## config.mk

```make
export PLATFORM = sky130hd
export DESIGN_NAME = tft_spi_tx_flat
export DESIGN_NICKNAME = d
export VERILOG_FILES = /design/src/rtl/tft_pkg.sv /design/src/rtl/tft_spi_tx_if.sv /design/src/rtl/tft_spi_tx_sync_fifo.sv /design/src/rtl/tft_spi_tx.sv /design/src/flat_wrapper.sv
export SDC_FILE = /design/constraint.sdc
export NUM_CORES = 1
export LEC_CHECK = 0
export CAP_MARGIN = 30
export CORE_MARGIN = 5
export CORE_UTILIZATION = 50
export CTS_CLUSTER_DIAMETER = 60
export DETAILED_ROUTE_END_ITERATION = 12
export GPL_ROUTABILITY_DRIVEN = 0
export PLACE_DENSITY = 0.68
export SYNTH_ARGS = -nofsm -noshare
export SYNTH_HDL_FRONTEND = slang
export SYNTH_HIERARCHICAL = 1
export SYNTH_SLANG_ARGS = --single-unit
```

## constraint.sdc

```tcl
create_clock -name clk -period 3.61 [get_ports clk]
set_clock_uncertainty 0.15 [all_clocks]
set_input_delay 0.5415 -clock clk [delete_from_list [all_inputs] [get_ports clk]]
set_output_delay 0.5415 -clock clk [all_outputs]
set_load 0.01 [all_outputs]
```

## src/rtl/tft_pkg.sv

```systemverilog
// Shared definitions for the TFT SPI path: D/C encoding, FSM states and
// the FIFO entry layout {dc, data[7:0]}.
package tft_pkg;

  localparam logic TFT_CMD  = 1'b0;
  localparam logic TFT_DATA = 1'b1;

  localparam int FIFO_W = 9;

  typedef enum logic [1:0] {
    S_IDLE = 2'd0,
    S_LOW  = 2'd1,
    S_HIGH = 2'd2,
    S_HOLD = 2'd3
  } tft_state_e;

  typedef logic [FIFO_W-1:0] tft_entry_t;

  function automatic tft_entry_t pack_entry(input logic dc, input logic [7:0] data);
    return {dc, data};
  endfunction

endpackage

```

## src/rtl/tft_spi_tx_if.sv

```systemverilog
// Byte write port between the renderer / init sequencer and the SPI transmitter.
// Handshake: a byte transfers on a clock edge where tft_transmit=1 and
// tft_busy=0; tft_data and tft_dc are sampled on that edge. A strobe seen while
// tft_busy=1 is discarded, so the master must hold off until busy drops.
interface tft_spi_tx_if;

  logic [7:0] tft_data;
  logic       tft_dc;
  logic       tft_transmit;
  logic       tft_busy;

  modport master (
    output tft_data,
    output tft_dc,
    output tft_transmit,
    input  tft_busy
  );

  modport slave (
    input  tft_data,
    input  tft_dc,
    input  tft_transmit,
    output tft_busy
  );

endinterface

```

## src/rtl/tft_spi_tx_sync_fifo.sv

```systemverilog
// Small first-word-fall-through FIFO; dout shows the head entry whenever
// empty=0. Push and pop in the same cycle both take effect.
module sync_fifo #(
  parameter int WIDTH = 9,
  parameter int DEPTH = 4
) (
  input  logic                       clk,
  input  logic                       rst,
  input  logic                       push,
  input  logic                       pop,
  input  logic [WIDTH-1:0]           din,
  output logic [WIDTH-1:0]           dout,
  output logic [$clog2(DEPTH):0]     count,
  output logic                       full,
  output logic                       empty
);

  localparam int AW = $clog2(DEPTH);
  localparam int CW = AW + 1;

  logic [WIDTH-1:0] mem [DEPTH];
  logic [AW-1:0]    wr_ptr;
  logic [AW-1:0]    rd_ptr;
  logic             do_push;
  logic             do_pop;

  assign full    = (count == CW'(DEPTH));
  assign empty   = (count == '0);
  assign do_pop  = pop && !empty;
  assign do_push = push && (!full || do_pop);
  assign dout    = mem[rd_ptr];

  always_ff @(posedge clk) begin
    if (do_push) begin
      mem[wr_ptr] <= din;
    end
  end

  // DEPTH is a power of two, so the pointers wrap naturally.
  always_ff @(posedge clk) begin
    if (rst) begin
      wr_ptr <= '0;
      rd_ptr <= '0;
      count  <= '0;
    end else begin
      if (do_push) wr_ptr <= wr_ptr + AW'(1);
      if (do_pop)  rd_ptr <= rd_ptr + AW'(1);
      case ({do_push, do_pop})
        2'b10:   count <= count + CW'(1);
        2'b01:   count <= count - CW'(1);
        default: count <= count;
      endcase
    end
  end

endmodule

```

## src/rtl/tft_spi_tx.sv

```systemverilog
// Byte-level SPI mode-0 transmitter for the TFT panel: buffers {dc, byte}
// entries and shifts them MSB-first, keeping cs_n low across back-to-back bytes.
module tft_spi_tx
  import tft_pkg::*;
#(
  parameter int CLK_DIV    = 2,
  parameter int FIFO_DEPTH = 4,
  parameter int CS_HOLD    = 2
) (
  input  logic        clk,
  input  logic        rst,
  tft_spi_tx_if.slave bus,
  output logic        idle,
  output logic        spi_cs_n,
  output logic        spi_sclk,
  output logic        spi_mosi,
  output logic        spi_dc,
  output tft_state_e  state_dbg
);

  localparam int CW    = $clog2(FIFO_DEPTH) + 1;
  localparam int TMAX  = (CLK_DIV > CS_HOLD) ? CLK_DIV : CS_HOLD;
  localparam int TW    = $clog2(TMAX + 1);

  tft_state_e  state;
  logic [TW-1:0] tick;
  logic [2:0]  bit_idx;
  logic [6:0]  shreg;

  logic        fifo_push;
  logic        fifo_pop;
  logic        fifo_full;
  logic        fifo_empty;
  tft_entry_t  fifo_din;
  tft_entry_t  fifo_dout;
  logic [CW-1:0] fifo_count;
  logic [CW-1:0] count_next;

  logic        div_done;
  logic        hold_done;
  logic        last_bit;
  logic        to_idle;

  assign state_dbg = state;

  assign div_done  = (tick == TW'(CLK_DIV - 1));
  assign hold_done = (tick == TW'(CS_HOLD - 1));
  assign last_bit  = (bit_idx == 3'd7);

  assign fifo_push = bus.tft_transmit && !fifo_full;
  assign fifo_din  = pack_entry(bus.tft_dc, bus.tft_data);

  // A pop always coincides with loading the next byte into the shifter.
  always_comb begin
    fifo_pop = 1'b0;
    if (!fifo_empty) begin
      case (state)
        S_IDLE, S_HOLD: fifo_pop = 1'b1;
        S_HIGH:         fifo_pop = div_done && last_bit;
        default:        fifo_pop = 1'b0;
      endcase
    end
  end

  assign to_idle    = fifo_empty && ((state == S_IDLE) || ((state == S_HOLD) && hold_done));
  assign count_next = fifo_count + CW'(fifo_push) - CW'(fifo_pop);

  sync_fifo #(
    .WIDTH (FIFO_W),
    .DEPTH (FIFO_DEPTH)
  ) u_fifo (
    .clk   (clk),
    .rst   (rst),
    .push  (fifo_push),
    .pop   (fifo_pop),
    .din   (fifo_din),
    .dout  (fifo_dout),
    .count (fifo_count),
    .full  (fifo_full),
    .empty (fifo_empty)
  );

  always_ff @(posedge clk) begin
    if (rst) begin
      state        <= S_IDLE;
      tick         <= '0;
      bit_idx      <= '0;
      shreg        <= '0;
      spi_cs_n     <= 1'b1;
      spi_sclk     <= 1'b0;
      spi_mosi     <= 1'b0;
      spi_dc       <= 1'b0;
      bus.tft_busy <= 1'b0;
      idle         <= 1'b1;
    end else begin
      bus.tft_busy <= (count_next == CW'(FIFO_DEPTH));
      idle         <= to_idle && !fifo_push;

      if (fifo_pop) begin
        state    <= S_LOW;
        tick     <= '0;
        bit_idx  <= '0;
        shreg    <= fifo_dout[6:0];
        spi_mosi <= fifo_dout[7];
        spi_dc   <= fifo_dout[8];
        spi_cs_n <= 1'b0;
        spi_sclk <= 1'b0;
      end else begin
        case (state)
          S_IDLE: begin
            tick <= '0;
          end
          S_LOW: begin
            if (div_done) begin
              tick     <= '0;
              spi_sclk <= 1'b1;
              state    <= S_HIGH;
            end else begin
              tick <= tick + TW'(1);
            end
          end
          S_HIGH: begin
            if (div_done) begin
              tick     <= '0;
              spi_sclk <= 1'b0;
              if (!last_bit) begin
                bit_idx  <= bit_idx + 3'd1;
                spi_mosi <= shreg[6];
                shreg    <= {shreg[5:0], 1'b0};
                state    <= S_LOW;
              end else begin
                state <= S_HOLD;
              end
            end else begin
              tick <= tick + TW'(1);
            end
          end
          S_HOLD: begin
            if (hold_done) begin
              tick     <= '0;
              spi_cs_n <= 1'b1;
              state    <= S_IDLE;
            end else begin
              tick <= tick + TW'(1);
            end
          end
          default: begin
            state <= S_IDLE;
          end
        endcase
      end
    end
  end

endmodule

```

## src/flat_wrapper.sv

```systemverilog
// flat-port wrapper written by rule: the top's interface ports become plain ports
module tft_spi_tx_flat import tft_pkg::*;
#(
  parameter int CLK_DIV    = 2,
  parameter int FIFO_DEPTH = 4,
  parameter int CS_HOLD    = 2
)
  (clk, rst, idle, spi_cs_n, spi_sclk, spi_mosi, spi_dc, state_dbg, bus_tft_data, bus_tft_dc, bus_tft_transmit, bus_tft_busy);
  tft_spi_tx_if bus_i ();
  input  logic clk;
  input  logic rst;
  output logic idle;
  output logic spi_cs_n;
  output logic spi_sclk;
  output logic spi_mosi;
  output logic spi_dc;
  output tft_state_e state_dbg;
  input wire logic [$bits(bus_i.tft_data)-1:0] bus_tft_data;
  input wire logic [$bits(bus_i.tft_dc)-1:0] bus_tft_dc;
  input wire logic [$bits(bus_i.tft_transmit)-1:0] bus_tft_transmit;
  output wire logic [$bits(bus_i.tft_busy)-1:0] bus_tft_busy;
  assign bus_i.tft_data = bus_tft_data;
  assign bus_i.tft_dc = bus_tft_dc;
  assign bus_i.tft_transmit = bus_tft_transmit;
  assign bus_tft_busy = bus_i.tft_busy;
  tft_spi_tx #(.CLK_DIV(CLK_DIV), .FIFO_DEPTH(FIFO_DEPTH), .CS_HOLD(CS_HOLD)) u_core (.clk(clk), .rst(rst), .bus(bus_i), .idle(idle), .spi_cs_n(spi_cs_n), .spi_sclk(spi_sclk), .spi_mosi(spi_mosi), .spi_dc(spi_dc), .state_dbg(state_dbg));
endmodule
```

* Word level (Yosys, flattened, before mapping) *
Memory sizes are Yosys's and may differ from the RTL's. A register that Yosys moved wholly into a read port is not among the register bits.
Index checks and enable logic that the tools add are counted.

storage, ports and cells
  output and inout bits = 8
  memories = 1
  bits of input ports = 12
  memory bits (writable) = 36
  logic and storage cells = 98
  bits in registers = 27

operators by class
  bitwise gates (word level) = 1
  add/subtract/negate cells = 8
  mux-type cells = 28
  reduce and logical (&&, ||, !) cells = 30
  equal/unequal tests = 16

memory list
  name               words  width  rd ports  clocked after memory_dff  wr ports  RTL line                    text
  u_core.u_fifo.mem  4      9      1         1                         1         tft_spi_tx_sync_fifo.sv:21  logic [WIDTH-1:0] mem [DEPTH];

operators with widths
  operator             number
  $mux 7               4
  $mux 2               7
  $mux 1               12
  $reduce_bool 2->1    5
  $eq 3x3->1 const B   3
  $ne 3x1->1 const B   3
  $reduce_and 3->1     3
  $ne 2x1->1 const B   4
  $reduce_and 4->1     2
  $logic_and 1x1->1    7
  $add 2x1->2 const B  3
  $add 3x1->3 const B  2
  $eq 2x1->1 const B   3
  $eq 2x2->1 const B   3
  $pmux 2 s3           1
  $pmux 3 s2           1
  $pmux 1 s2           2
  $pmux 2 s2           1
  $reduce_bool 4->1    1
  $reduce_or 2->1      2
  $add 3x1->3          1
  $logic_not 1->1      3
  $logic_not 3->1      1
  $reduce_bool 3->1    1
  other kinds (7)      8

* Longest topological paths before layout *
Gate-level depths: netlist of the first run.

  word-level depth = 9
  gate-level depth with buffers = 14
  gate-level depth less buffers = 12

* By module *
Netlist of the first run, hierarchy kept.

modules (own cells, without submodules)
  module      instances  seq. area each (µm²)  area each (µm²)  cells an instance
  sync_fifo   1          1261.2                1831.8           106
  tft_spi_tx  1          400.4                 1057.3           105

* Worst setup path before layout of the first run *
No wires, ideal clock.

  path kind = reg-to-reg
  start = register u_core.state[0], in the netlist u_core/state_dbg[0]
  end = register u_core.u_fifo.count[2]
  period minus slack after synthesis = 2.967 ns
  buffers on the path = 0
  library setup time = 0.123 ns
  cell stages (with the launch flop) = 11
  data required time = 3.337 ns
  arrival = 2.694 ns
  slack = 0.643 ns
  path through = dfxtp_1 -> inv_1 -> ha_1 -> a211o_1 -> inv_1 -> o31a_1 -> nand2b_1 -> fa_1 -> nand2b_1 -> o31ai_2 -> mux2_1

on the way
  word-level cells in the longest chain between the ends = 9
  elaborated cells between the ends (all ways) = 13
  classes of those cells = eq/ne (4); mux (3); reduce/logical (6)

RTL lines
  element                                                 RTL line                    text
  start, declared                                         tft_spi_tx.sv:25            tft_state_e state;
  start signal, assigned                                  tft_spi_tx.sv:85            state <= S_IDLE;
  start signal, assigned                                  tft_spi_tx.sv:100           state <= S_LOW;
  start signal, assigned                                  tft_spi_tx.sv:117           state <= S_HIGH;
  $eq 2x2->1 / $logic_not 2->1 (equally long branches)    tft_spi_tx.sv:57            case (state)
  $reduce_or 2->1                                         tft_spi_tx.sv:57
  $pmux 1 s2 (*)                                          tft_spi_tx.sv:57
  $mux 1 (*)                                              tft_spi_tx.sv:56            if (!fifo_empty) begin
  named net u_core.fifo_pop                               tft_spi_tx.sv:31            logic fifo_pop;
  $logic_and 1x1->1 (*)                                   tft_spi_tx_sync_fifo.sv:29  assign do_pop = pop && !empty;
  $logic_or 1x1->1                                        tft_spi_tx_sync_fifo.sv:30  assign do_push = push && (!full || do_pop);
  $logic_and 1x1->1                                       tft_spi_tx_sync_fifo.sv:30
  $eq 2x1->1 / $eq 2x2->1 (equally long branches)         tft_spi_tx_sync_fifo.sv:48  case ({do_push, do_pop})
  $pmux 3 s2 / $reduce_bool 2->1 (equally long branches)  -
  end signal, assigned                                    tft_spi_tx_sync_fifo.sv:49  2'b10: count <= count + CW'(1);
  end signal, assigned                                    tft_spi_tx_sync_fifo.sv:50  2'b01: count <= count - CW'(1);
  end signal, assigned                                    tft_spi_tx_sync_fifo.sv:51  default: count <= count;
  end, declared                                           tft_spi_tx_sync_fifo.sv:13  output logic [$clog2(DEPTH):0] count,

Mark *: on every way through the listed nets, which the timed path passes. The rest lies on a longest branch.
A chain may end at the register's enable or synchronous reset.

* Worst setup path after layout of the first run *
Ends and elaborated chain as after synthesis.

==> results of run 1 <==
-- power by group --
part / leakage [nW] / total (mW) / internal, mW / switching (mW)
sequential: 0.567 / 1.02 / 0.918 / 0.0990
clock: 0.0781 / 0.544 / 0.253 / 0.291
combinational: 0.580 / 0.807 / 0.383 / 0.424
total: 1.22 / 2.37 / 1.55 / 0.813
-- final cells by class --
class / instances / share of cell area
multi-input cells: 124 / 0.3341
flip-flops and latches: 65 / 0.5036
inverters: 12 / 0.01365
well taps: 72 / 0.02730
repair buffers: 23 / 0.06674
clock buffers: 9 / 0.03754
clock inverters: 7 / 0.01706
-- per-layer routing --
metal  GRT usage  vias to the layer above  part of all wire
met5           0                        -                 0
met4     0.06906                        0             0.017
met3     0.04803                        6             0.038
met2      0.2109                       21              0.46
met1      0.1784                      783              0.48
li1            -                      815                 -
-- Yosys cell counts --
master                     instances
sky130_fd_sc_hd__a211oi_2          7
sky130_fd_sc_hd__nand2_1           8
sky130_fd_sc_hd__a21oi_1           6
sky130_fd_sc_hd__nand2b_1          3
sky130_fd_sc_hd__o21ai_0           2
sky130_fd_sc_hd__dfxtp_1          29
sky130_fd_sc_hd__xnor2_1           4
sky130_fd_sc_hd__nand3_2           1
sky130_fd_sc_hd__a221oi_1          1
sky130_fd_sc_hd__buf_1             2
sky130_fd_sc_hd__buf_12            1
sky130_fd_sc_hd__nor2_1           22
sky130_fd_sc_hd__o211ai_1          1
sky130_fd_sc_hd__nand3b_1          2
sky130_fd_sc_hd__nor3_1            3
sky130_fd_sc_hd__o21bai_1          1
sky130_fd_sc_hd__ha_1             14
sky130_fd_sc_hd__mux2i_1          12
sky130_fd_sc_hd__nor2b_1           1
sky130_fd_sc_hd__nor2b_2           1
sky130_fd_sc_hd__edfxtp_1         36
sky130_fd_sc_hd__nor4_1            3
sky130_fd_sc_hd__and3_1            1
sky130_fd_sc_hd__and2_1            4
sky130_fd_sc_hd__mux4_2            9
sky130_fd_sc_hd__a211oi_1          2
sky130_fd_sc_hd__nor4b_2           1
sky130_fd_sc_hd__a211o_1           1
sky130_fd_sc_hd__o31ai_2           1
sky130_fd_sc_hd__fa_1              2
sky130_fd_sc_hd__buf_6             3
sky130_fd_sc_hd__xor2_1            4
sky130_fd_sc_hd__inv_1            12
sky130_fd_sc_hd__mux2_1            1
sky130_fd_sc_hd__clkbuf_1          1
sky130_fd_sc_hd__o32ai_1           1
sky130_fd_sc_hd__nand3_1           2
sky130_fd_sc_hd__o31ai_1           1
sky130_fd_sc_hd__o31a_1            2
sky130_fd_sc_hd__buf_2             3
-- sequential cells by signal, indices dropped and copies added, names as in the netlist, named ones only --
name / flops
u_core/u_fifo/mem: 36
u_core/shreg: 7
u_core/bit_idx: 3
u_core/u_fifo/count: 3
u_core/state_dbg: 2
u_core/tick: 2
u_core/u_fifo/rd_ptr: 2
u_core/u_fifo/wr_ptr: 2
u_core/bus.tft_busy: 1
u_core/idle: 1
u_core/spi_cs_n: 1
u_core/spi_dc: 1
u_core/spi_mosi: 1
u_core/spi_sclk: 1
-- cells by family after synthesis --
group / share of synthesized area
XOR/XNOR: 0.02425
buffers and inverters: 0.04331
AO/OA/AOI/OAI: 0.07666
adder cells (fa/ha/maj): 0.07449
AND/OR/NAND/NOR: 0.09052
multiplexers: 0.1156
flip-flops: 0.5751
-- stage by stage --
stage               power [mW]  instance area, sq um
floorplan                1.687                  2889
global placement         1.837                  3119
detailed placement       1.850                  3119
CTS                      2.402                  3299
global route             2.554                  3299
finish                   2.368                  3299
-- worst max-delay path, delay by kind of cell, from the launching register on --
| family | cells | cell delay [ns] |
|---|---|---|
| buffers and inverters | 2 | 0.21 |
| multiplexers | 1 | 0.34 |
| AO/OA/AOI/OAI | 3 | 0.76 |
| adder cells (fa/ha/maj) | 2 | 0.65 |
| flip-flops | 1 | 0.35 |
| AND/OR/NAND/NOR | 3 | 0.35 |
-- final timing paths --
check	start	endpoint	slack [ns]	cells past startpoint
worst min register to register	u_core/tick[0]$_SDFF_PP0_	u_core/tick[0]$_SDFF_PP0_	0.28	1
worst max register to register	u_core/state_dbg[0]$_SDFFE_PP0P_	u_core/u_fifo/count[2]$_SDFFE_PP0P_	0.68	11
worst min-delay path	u_core/tick[0]$_SDFF_PP0_	u_core/tick[0]$_SDFF_PP0_	0.28	1
worst max-delay path	u_core/state_dbg[0]$_SDFFE_PP0P_	u_core/u_fifo/count[2]$_SDFFE_PP0P_	0.68	11
==> qor.txt, run 1 <==
HOLD PATH
---------------------------------------------------------------------------------
Hold Crit Class .................................................... flip-flop to flip-flop

PLACEMENT
---------------------------------------------------------------------------------
Pre-CTS worst setup slack ..........................................    0.7091 ns
Quantity of I/O buffers inserted on ports ..........................           19
Total instance count after detailed placement ......................          296
Half-perimeter wire length after detailed placement ................      3053 um

CLOCK NETWORK
---------------------------------------------------------------------------------
Register clock-pin slew on the reported worst setup and hold paths .      0.08 ns
Number of hold buffers added after cts .............................            0
Maximum clock path buffer count ....................................            2
Clock tree from TritonCTS ..........................................          yes
Count of buffers added by post-CTS timing repair for setup .........            0
Cell chosen for the clock root ..................................... sky130_fd_sc_hd__clkbuf_8
Clock buffer count from CTS ........................................            9
CTS sink cnt .......................................................           65
Htree depth ........................................................            3
Clock latency at the later pin of the worst-skew pair ..............      0.34 ns
Gates resized, CTS repair ..........................................            0

GRT
---------------------------------------------------------------------------------
First-pass GRT wire length .........................................      7852 um
Residual overflow from global routing ..............................            0
Vias in the first global route .....................................         1573
Overall routing resource usage .....................................       0.1396
Initial antenna violation count ....................................            0
Largest net degree at the start of global routing ..................           22

YOSYS
---------------------------------------------------------------------------------
Synthesis Warnings .................................................            6
Area fraction of the dominant cell type after synthesis ............       0.3742
Syn_nets ...........................................................          239
Mean instance size in the synthesized netlist ......................  13.69 sq um
Number of instances in the synthesized netlist .....................          211
Cell type with the largest total area after synthesis .............. sky130_fd_sc_hd__edfxtp_1
Library cells used by synthesis ....................................           40
Leading post-synthesis cells by cell area .......................... sky130_fd_sc_hd__edfxtp_1 (37%), sky130_fd_sc_hd__dfxtp_1 (20%), sky130_fd_sc_hd__mux4_2 (7.0%), sky130_fd_sc_hd__ha_1 (6.1%), sky130_fd_sc_hd__mux2i_1 (4.2%)
Fraction of the yosys area taken by sequential cells ...............       0.5751
Mapped Area ........................................................   2889 sq um
Seq cells post-synth ...............................................           65

STA
---------------------------------------------------------------------------------
RSZ-0062 raised after global routing ...............................        false
Max Clk Rate .......................................................    341.7 MHz
Final hold slack ...................................................    0.2838 ns
Worst-case headroom to the max-slew limit ..........................       0.5579
Total Negative Setup Slacks ........................................         0 ns
Clock period minus worst slack .....................................     2.927 ns
Post-layout worst setup margin .....................................    0.6832 ns
Share of the clock period used by the worst path ...................       0.8108
Final setup violation count ........................................            0
Final number of max-transition violations ..........................            0
Worst-margin pin slew ..............................................    0.6612 ns
Final hold vios ....................................................            0

CELLS AND AREA
---------------------------------------------------------------------------------
Commonest cells after routing, fill and taps aside ................. sky130_fd_sc_hd__edfxtp_1 (36), sky130_fd_sc_hd__dfxtp_1 (29), sky130_fd_sc_hd__nor2_1 (22)
Final net count ....................................................          263
Number of non-filler instances in the completed layout .............          312
Flip-flop and latch area ...........................................   1662 sq um
Most common cell after layout, fill and taps aside ................. sky130_fd_sc_hd__edfxtp_1
Area occupied by multi-input gates .................................   1102 sq um
Final core utilization .............................................       0.5919
Area delta synth->final ............................................       14.21%
Fill cell count ....................................................          477
Share of cells above drive strength 1 ..............................       0.1667
Antenna Diode Count ................................................            0

FLOORPLANNING
---------------------------------------------------------------------------------
Ports ..............................................................           20
Height of the die ..................................................     86.02 um
Starting utilization of the core area ..............................       0.5183
Full die area ......................................................   7399 sq um
DIE WIDTH ..........................................................     86.02 um
Number of rows in the core area ....................................           27
Area of the core region ............................................   5574 sq um

DRT
---------------------------------------------------------------------------------
Initial DRC Count ..................................................           81
Routed wirelength normalized by instance count .....................     14.47 um
Post-route antenna net violation count .............................            0
DRC violations left ................................................            0
Aggregate routed wire length .......................................      4515 um
Via count ..........................................................         1625
Detail-routed via count per cell ...................................        5.208
1st-pass router iterations .........................................            4

SETUP PATH
---------------------------------------------------------------------------------
Sort of element at the start of the critical path ..................    flip-flop
Endpoint required time on the critical path ........................      3.69 ns
Critical Path Sink Type ............................................    flip-flop
Arrival @ worst endpoint ...........................................      3.00 ns
Cell at the slowest stage of the critical path ..................... sky130_fd_sc_hd__fa_1
Setup CP Type ...................................................... flip-flop to flip-flop
Delay contributed by the slowest stage of the critical path ........      0.37 ns
Series of cell instances along the critical path ................... inv_1 -> ha_1 -> nand3_2 -> a211o_1 -> inv_1 -> o31a_1 -> nand2b_1 -> fa_1 -> nand2b_1 -> o31ai_2 -> mux2_1
Largest driver fanout on the critical path .........................            6

RUN
---------------------------------------------------------------------------------
MaxCap Viol Count ..................................................            0

POWER AND IR DROP
---------------------------------------------------------------------------------
Largest vdd supply drop ............................................     345.2 uV
Leakage power of the design ........................................     1.225 nW
Pwr Density ........................................................ 717.6 nW/um^2

STATUS
---------------------------------------------------------------------------------
Status ............................................................. complete, no violations

Note: power is estimated with default switching activity, not from simulation.
==> inputs of run 2 (changes only) <==
--- a/config.mk
+++ b/config.mk
@@ -11,7 +11,7 @@
 export CTS_CLUSTER_DIAMETER = 60
 export DETAILED_ROUTE_END_ITERATION = 12
 export GPL_ROUTABILITY_DRIVEN = 0
-export PLACE_DENSITY = 0.68
+export PLACE_DENSITY = 0.71
 export SYNTH_ARGS = -nofsm -noshare
 export SYNTH_HDL_FRONTEND = slang
 export SYNTH_HIERARCHICAL = 1
==> constraint.sdc (replaced) <==
create_clock -name clk -period 2.5 [get_ports clk]
set_clock_uncertainty 0.15 [all_clocks]
set_input_delay 0.375 -clock clk [delete_from_list [all_inputs] [get_ports clk]]
set_output_delay 0.375 -clock clk [all_outputs]
set_load 0.01 [all_outputs]
==> run 2 against run 1 <==
  * The flow now finishes with violations (negative setup slack)
  * First-iteration DRC count grew 65%
  * Clock power grew 51%
  * Via count grew 7.9%
  * Count of clock-buffer cells in the layout is the same
  * Core utilization grew 5.4 points
  * Sequential share of layout area shrank 3.9 points
  * Hold slack gained 0.0038 ns
  * Die area is the same
  * Critical path depth shrank 1
  * Largest power group is now combinational cells
==> qor.txt, run 2 (synthesis gave the netlist of run 1 again) <==
STA
---------------------------------------------------------------------------------
Worst-case headroom to the max-slew limit ..........................       0.5589   was 0.5579
RSZ-0062 raised after global routing ...............................         true   was false
Final setup violation count ........................................            1   was 0
Total Negative Setup Slacks ........................................  -0.03954 ns   was 0 ns
Max Clk Rate .......................................................    393.8 MHz   was 341.7 MHz
Share of the clock period used by the worst path ...................        1.016   was 0.8108
Final hold vios ....................................................            0   unchanged
Final number of max-transition violations ..........................            0   unchanged
Final hold slack ...................................................    0.2876 ns   was 0.2838 ns
Post-layout worst setup margin .....................................  -0.03954 ns   was 0.6832 ns
Worst-margin pin slew ..............................................    0.6597 ns   was 0.6612 ns
Clock period minus worst slack .....................................     2.540 ns   was 2.927 ns

DRT
---------------------------------------------------------------------------------
Initial DRC Count ..................................................          134   was 81
Post-route antenna net violation count .............................            0   unchanged
DRC violations left ................................................            0   unchanged
Via count ..........................................................         1753   was 1625
Routed wirelength normalized by instance count .....................     15.04 um   was 14.47 um
Aggregate routed wire length .......................................      4963 um   was 4515 um
Detail-routed via count per cell ...................................        5.312   was 5.208
1st-pass router iterations .........................................            4   unchanged

GRT
---------------------------------------------------------------------------------
Largest net degree at the start of global routing ..................           20   was 22
Overall routing resource usage .....................................       0.1466   was 0.1396
Residual overflow from global routing ..............................            0   unchanged
First-pass GRT wire length .........................................      8314 um   was 7852 um
Initial antenna violation count ....................................            0   unchanged
Vias in the first global route .....................................         1801   was 1573

FLOORPLANNING
---------------------------------------------------------------------------------
Height of the die ..................................................     86.02 um   unchanged
Starting utilization of the core area ..............................       0.5183   unchanged
DIE WIDTH ..........................................................     86.02 um   unchanged
Area of the core region ............................................   5574 sq um   unchanged
Number of rows in the core area ....................................           27   unchanged
Full die area ......................................................   7399 sq um   unchanged
Ports ..............................................................           20   unchanged

SETUP PATH
---------------------------------------------------------------------------------
Delay contributed by the slowest stage of the critical path ........      0.37 ns   about the same
Series of cell instances along the critical path ................... inv_4 -> ha_4 -> a211o_1 -> inv_2 -> o31a_1 -> nand2b_1 -> fa_2 -> nand2b_4 -> o31ai_4 -> mux2_4   was inv_1 -> ha_1 -> nand3_2 -> a211o_1 -> inv_1 -> o31a_1 -> nand2b_1 -> fa_1 -> nand2b_1 -> o31ai_2 -> mux2_1
Arrival @ worst endpoint ...........................................      2.62 ns   was 3.00 ns
Cell at the slowest stage of the critical path ..................... sky130_fd_sc_hd__dfxtp_4   was sky130_fd_sc_hd__fa_1
Setup CP Type ...................................................... flip-flop to flip-flop   unchanged
Critical Path Sink Type ............................................    flip-flop   unchanged
Endpoint required time on the critical path ........................      2.58 ns   was 3.69 ns
Largest driver fanout on the critical path .........................            3   was 6
Sort of element at the start of the critical path ..................    flip-flop   unchanged

POWER AND IR DROP
---------------------------------------------------------------------------------
Switching pwr ......................................................     1.306 mW   was 0.8134 mW
Part of the power in combinational logic ...........................        0.393   was 0.341
Relative contribution of sequential cells to total power ...........        0.388   was 0.430
Total power ........................................................     3.737 mW   was 2.368 mW
Clock network fraction of total power ..............................        0.220   was 0.230
Leakage power of the design ........................................     1.354 nW   was 1.225 nW
Pwr Density ........................................................ 1038 nW/um^2   was 717.6 nW/um^2
Largest vdd supply drop ............................................     522.9 uV   was 345.2 uV
Fraction of power spent switching nets .............................       0.3494   was 0.3436
Internal power .....................................................     2.431 mW   was 1.554 mW

PLACEMENT
---------------------------------------------------------------------------------
Half-perimeter wire length after detailed placement ................      3368 um   was 3053 um
Quantity of I/O buffers inserted on ports ..........................           19   unchanged
Total instance count after detailed placement ......................          313   was 296
Pre-CTS worst setup slack ..........................................  -0.04871 ns   was 0.7091 ns
Placed standard-cell area ..........................................   3361 sq um   was 3119 sq um

CELLS AND AREA
---------------------------------------------------------------------------------
Final core utilization .............................................       0.6456   was 0.5919
Finished layout cell area ..........................................   3598 sq um   was 3299 sq um
Share of cells above drive strength 1 ..............................       0.2946   was 0.1667
Number of non-filler instances in the completed layout .............          330   was 312
Final net count ....................................................          281   was 263
Area occupied by multi-input gates .................................   1195 sq um   was 1102 sq um
Largest regs ....................................................... u_core/u_fifo/mem: 36 flops, u_core/shreg: 7 flops   unchanged
Antenna Diode Count ................................................            0   unchanged
Commonest cells after routing, fill and taps aside ................. sky130_fd_sc_hd__edfxtp_1 (36), sky130_fd_sc_hd__dfxtp_1 (25), sky130_fd_sc_hd__nor2_1 (22)   was sky130_fd_sc_hd__edfxtp_1 (36), sky130_fd_sc_hd__dfxtp_1 (29), sky130_fd_sc_hd__nor2_1 (22)
Area delta synth->final ............................................       24.56%   was 14.21%
Number of flip-flops in the largest register .......................           36   unchanged
Top reg by flops ................................................... u_core/u_fifo/mem   unchanged
Flip-flop and latch area ...........................................   1672 sq um   was 1662 sq um
Fill cell count ....................................................          442   was 477
Most common cell after layout, fill and taps aside ................. sky130_fd_sc_hd__edfxtp_1   unchanged

CLOCK NETWORK
---------------------------------------------------------------------------------
Maximum clock path buffer count ....................................            2   unchanged
Register clock-pin slew on the reported worst setup and hold paths .      0.08 ns   about the same
Number of hold buffers added after cts .............................            0   unchanged
Clock latency at the later pin of the worst-skew pair ..............      0.33 ns   was 0.34 ns
CTS sink cnt .......................................................           65   unchanged
Cell chosen for the clock root ..................................... sky130_fd_sc_hd__clkbuf_8   unchanged
Htree depth ........................................................            3   unchanged
Clock buffer count from CTS ........................................            9   unchanged
Clock tree from TritonCTS ..........................................          yes   unchanged

RUN
---------------------------------------------------------------------------------
MaxCap Viol Count ..................................................            0   unchanged

STATUS
---------------------------------------------------------------------------------
Failing checks ..................................................... negative setup slack
Status ............................................................. finished, violations left   was complete, no violations

HOLD PATH
---------------------------------------------------------------------------------
Hold Crit Class .................................................... flip-flop to flip-flop   unchanged

==> run 2: cell count changes in the layout (fill, tap and decap cells not counted), sizes merged <==
cell / previous run / this run
buf: 4 / 22
clkinvlp: 4 / 2
inv: 13 / 16
clkinv: 2 / 1
==> run 2: worst paths after layout <==
kind	from	depth (start not counted)	end	slack (ns)
max	u_core/state_dbg[0]$_SDFFE_PP0P_	10	u_core/u_fifo/count[2]$_SDFFE_PP0P_	-0.04
min	u_core/tick[0]$_SDFF_PP0_	1	u_core/tick[0]$_SDFF_PP0_	0.29
max reg2reg	u_core/state_dbg[0]$_SDFFE_PP0P_	10	u_core/u_fifo/count[2]$_SDFFE_PP0P_	-0.04
min reg2reg	u_core/tick[0]$_SDFF_PP0_	1	u_core/tick[0]$_SDFF_PP0_	0.29
==> run 2: power by group through the flow <==
stage               clock network (mW)  registers [mW]  logic [mW]
global route                     0.887            1.47        1.62
global placement                     0            1.46        1.37
detailed placement                   0            1.47        1.40
CTS                              0.847            1.45        1.41
floorplan                            0            1.46        1.03
finish                           0.821            1.45        1.47
==> run 2: final cells by class <==
class / instances / area share
clock buffers: 9 / 0.03442
well taps: 72 / 0.02503
inverters: 12 / 0.01391
repair buffers: 41 / 0.1137
clock inverters: 7 / 0.01634
flip-flops and latches: 65 / 0.4645
multi-input cells: 124 / 0.3321
==> run 2: layer usage <==
layer	track usage	vias up	wire, um
li1	-	852	-
met1	0.1825	866	2265
met2	0.2425	30	2483
met3	0.03170	5	153
met4	0.06906	0	61
met5	0	-	0
==> run 2: timing repair <==
action | CTS | global route
pin swaps | 0 | 0
setup endpoints to repair | 2 | 3
gates cloned | 0 | 0
setup buffers | 1 | 0
gates resized for setup | 3 | 6
==> run 2: worst max-delay path: cells and delay by family (launching register included) <==
family	cells	cell delay (ns)
AOI/OAI and AO/OA	3	0.66
adders and majority gates	2	0.57
DFF	1	0.37
muxes	1	0.32
and+or+nand+nor	2	0.24
buffers and inverters	2	0.12
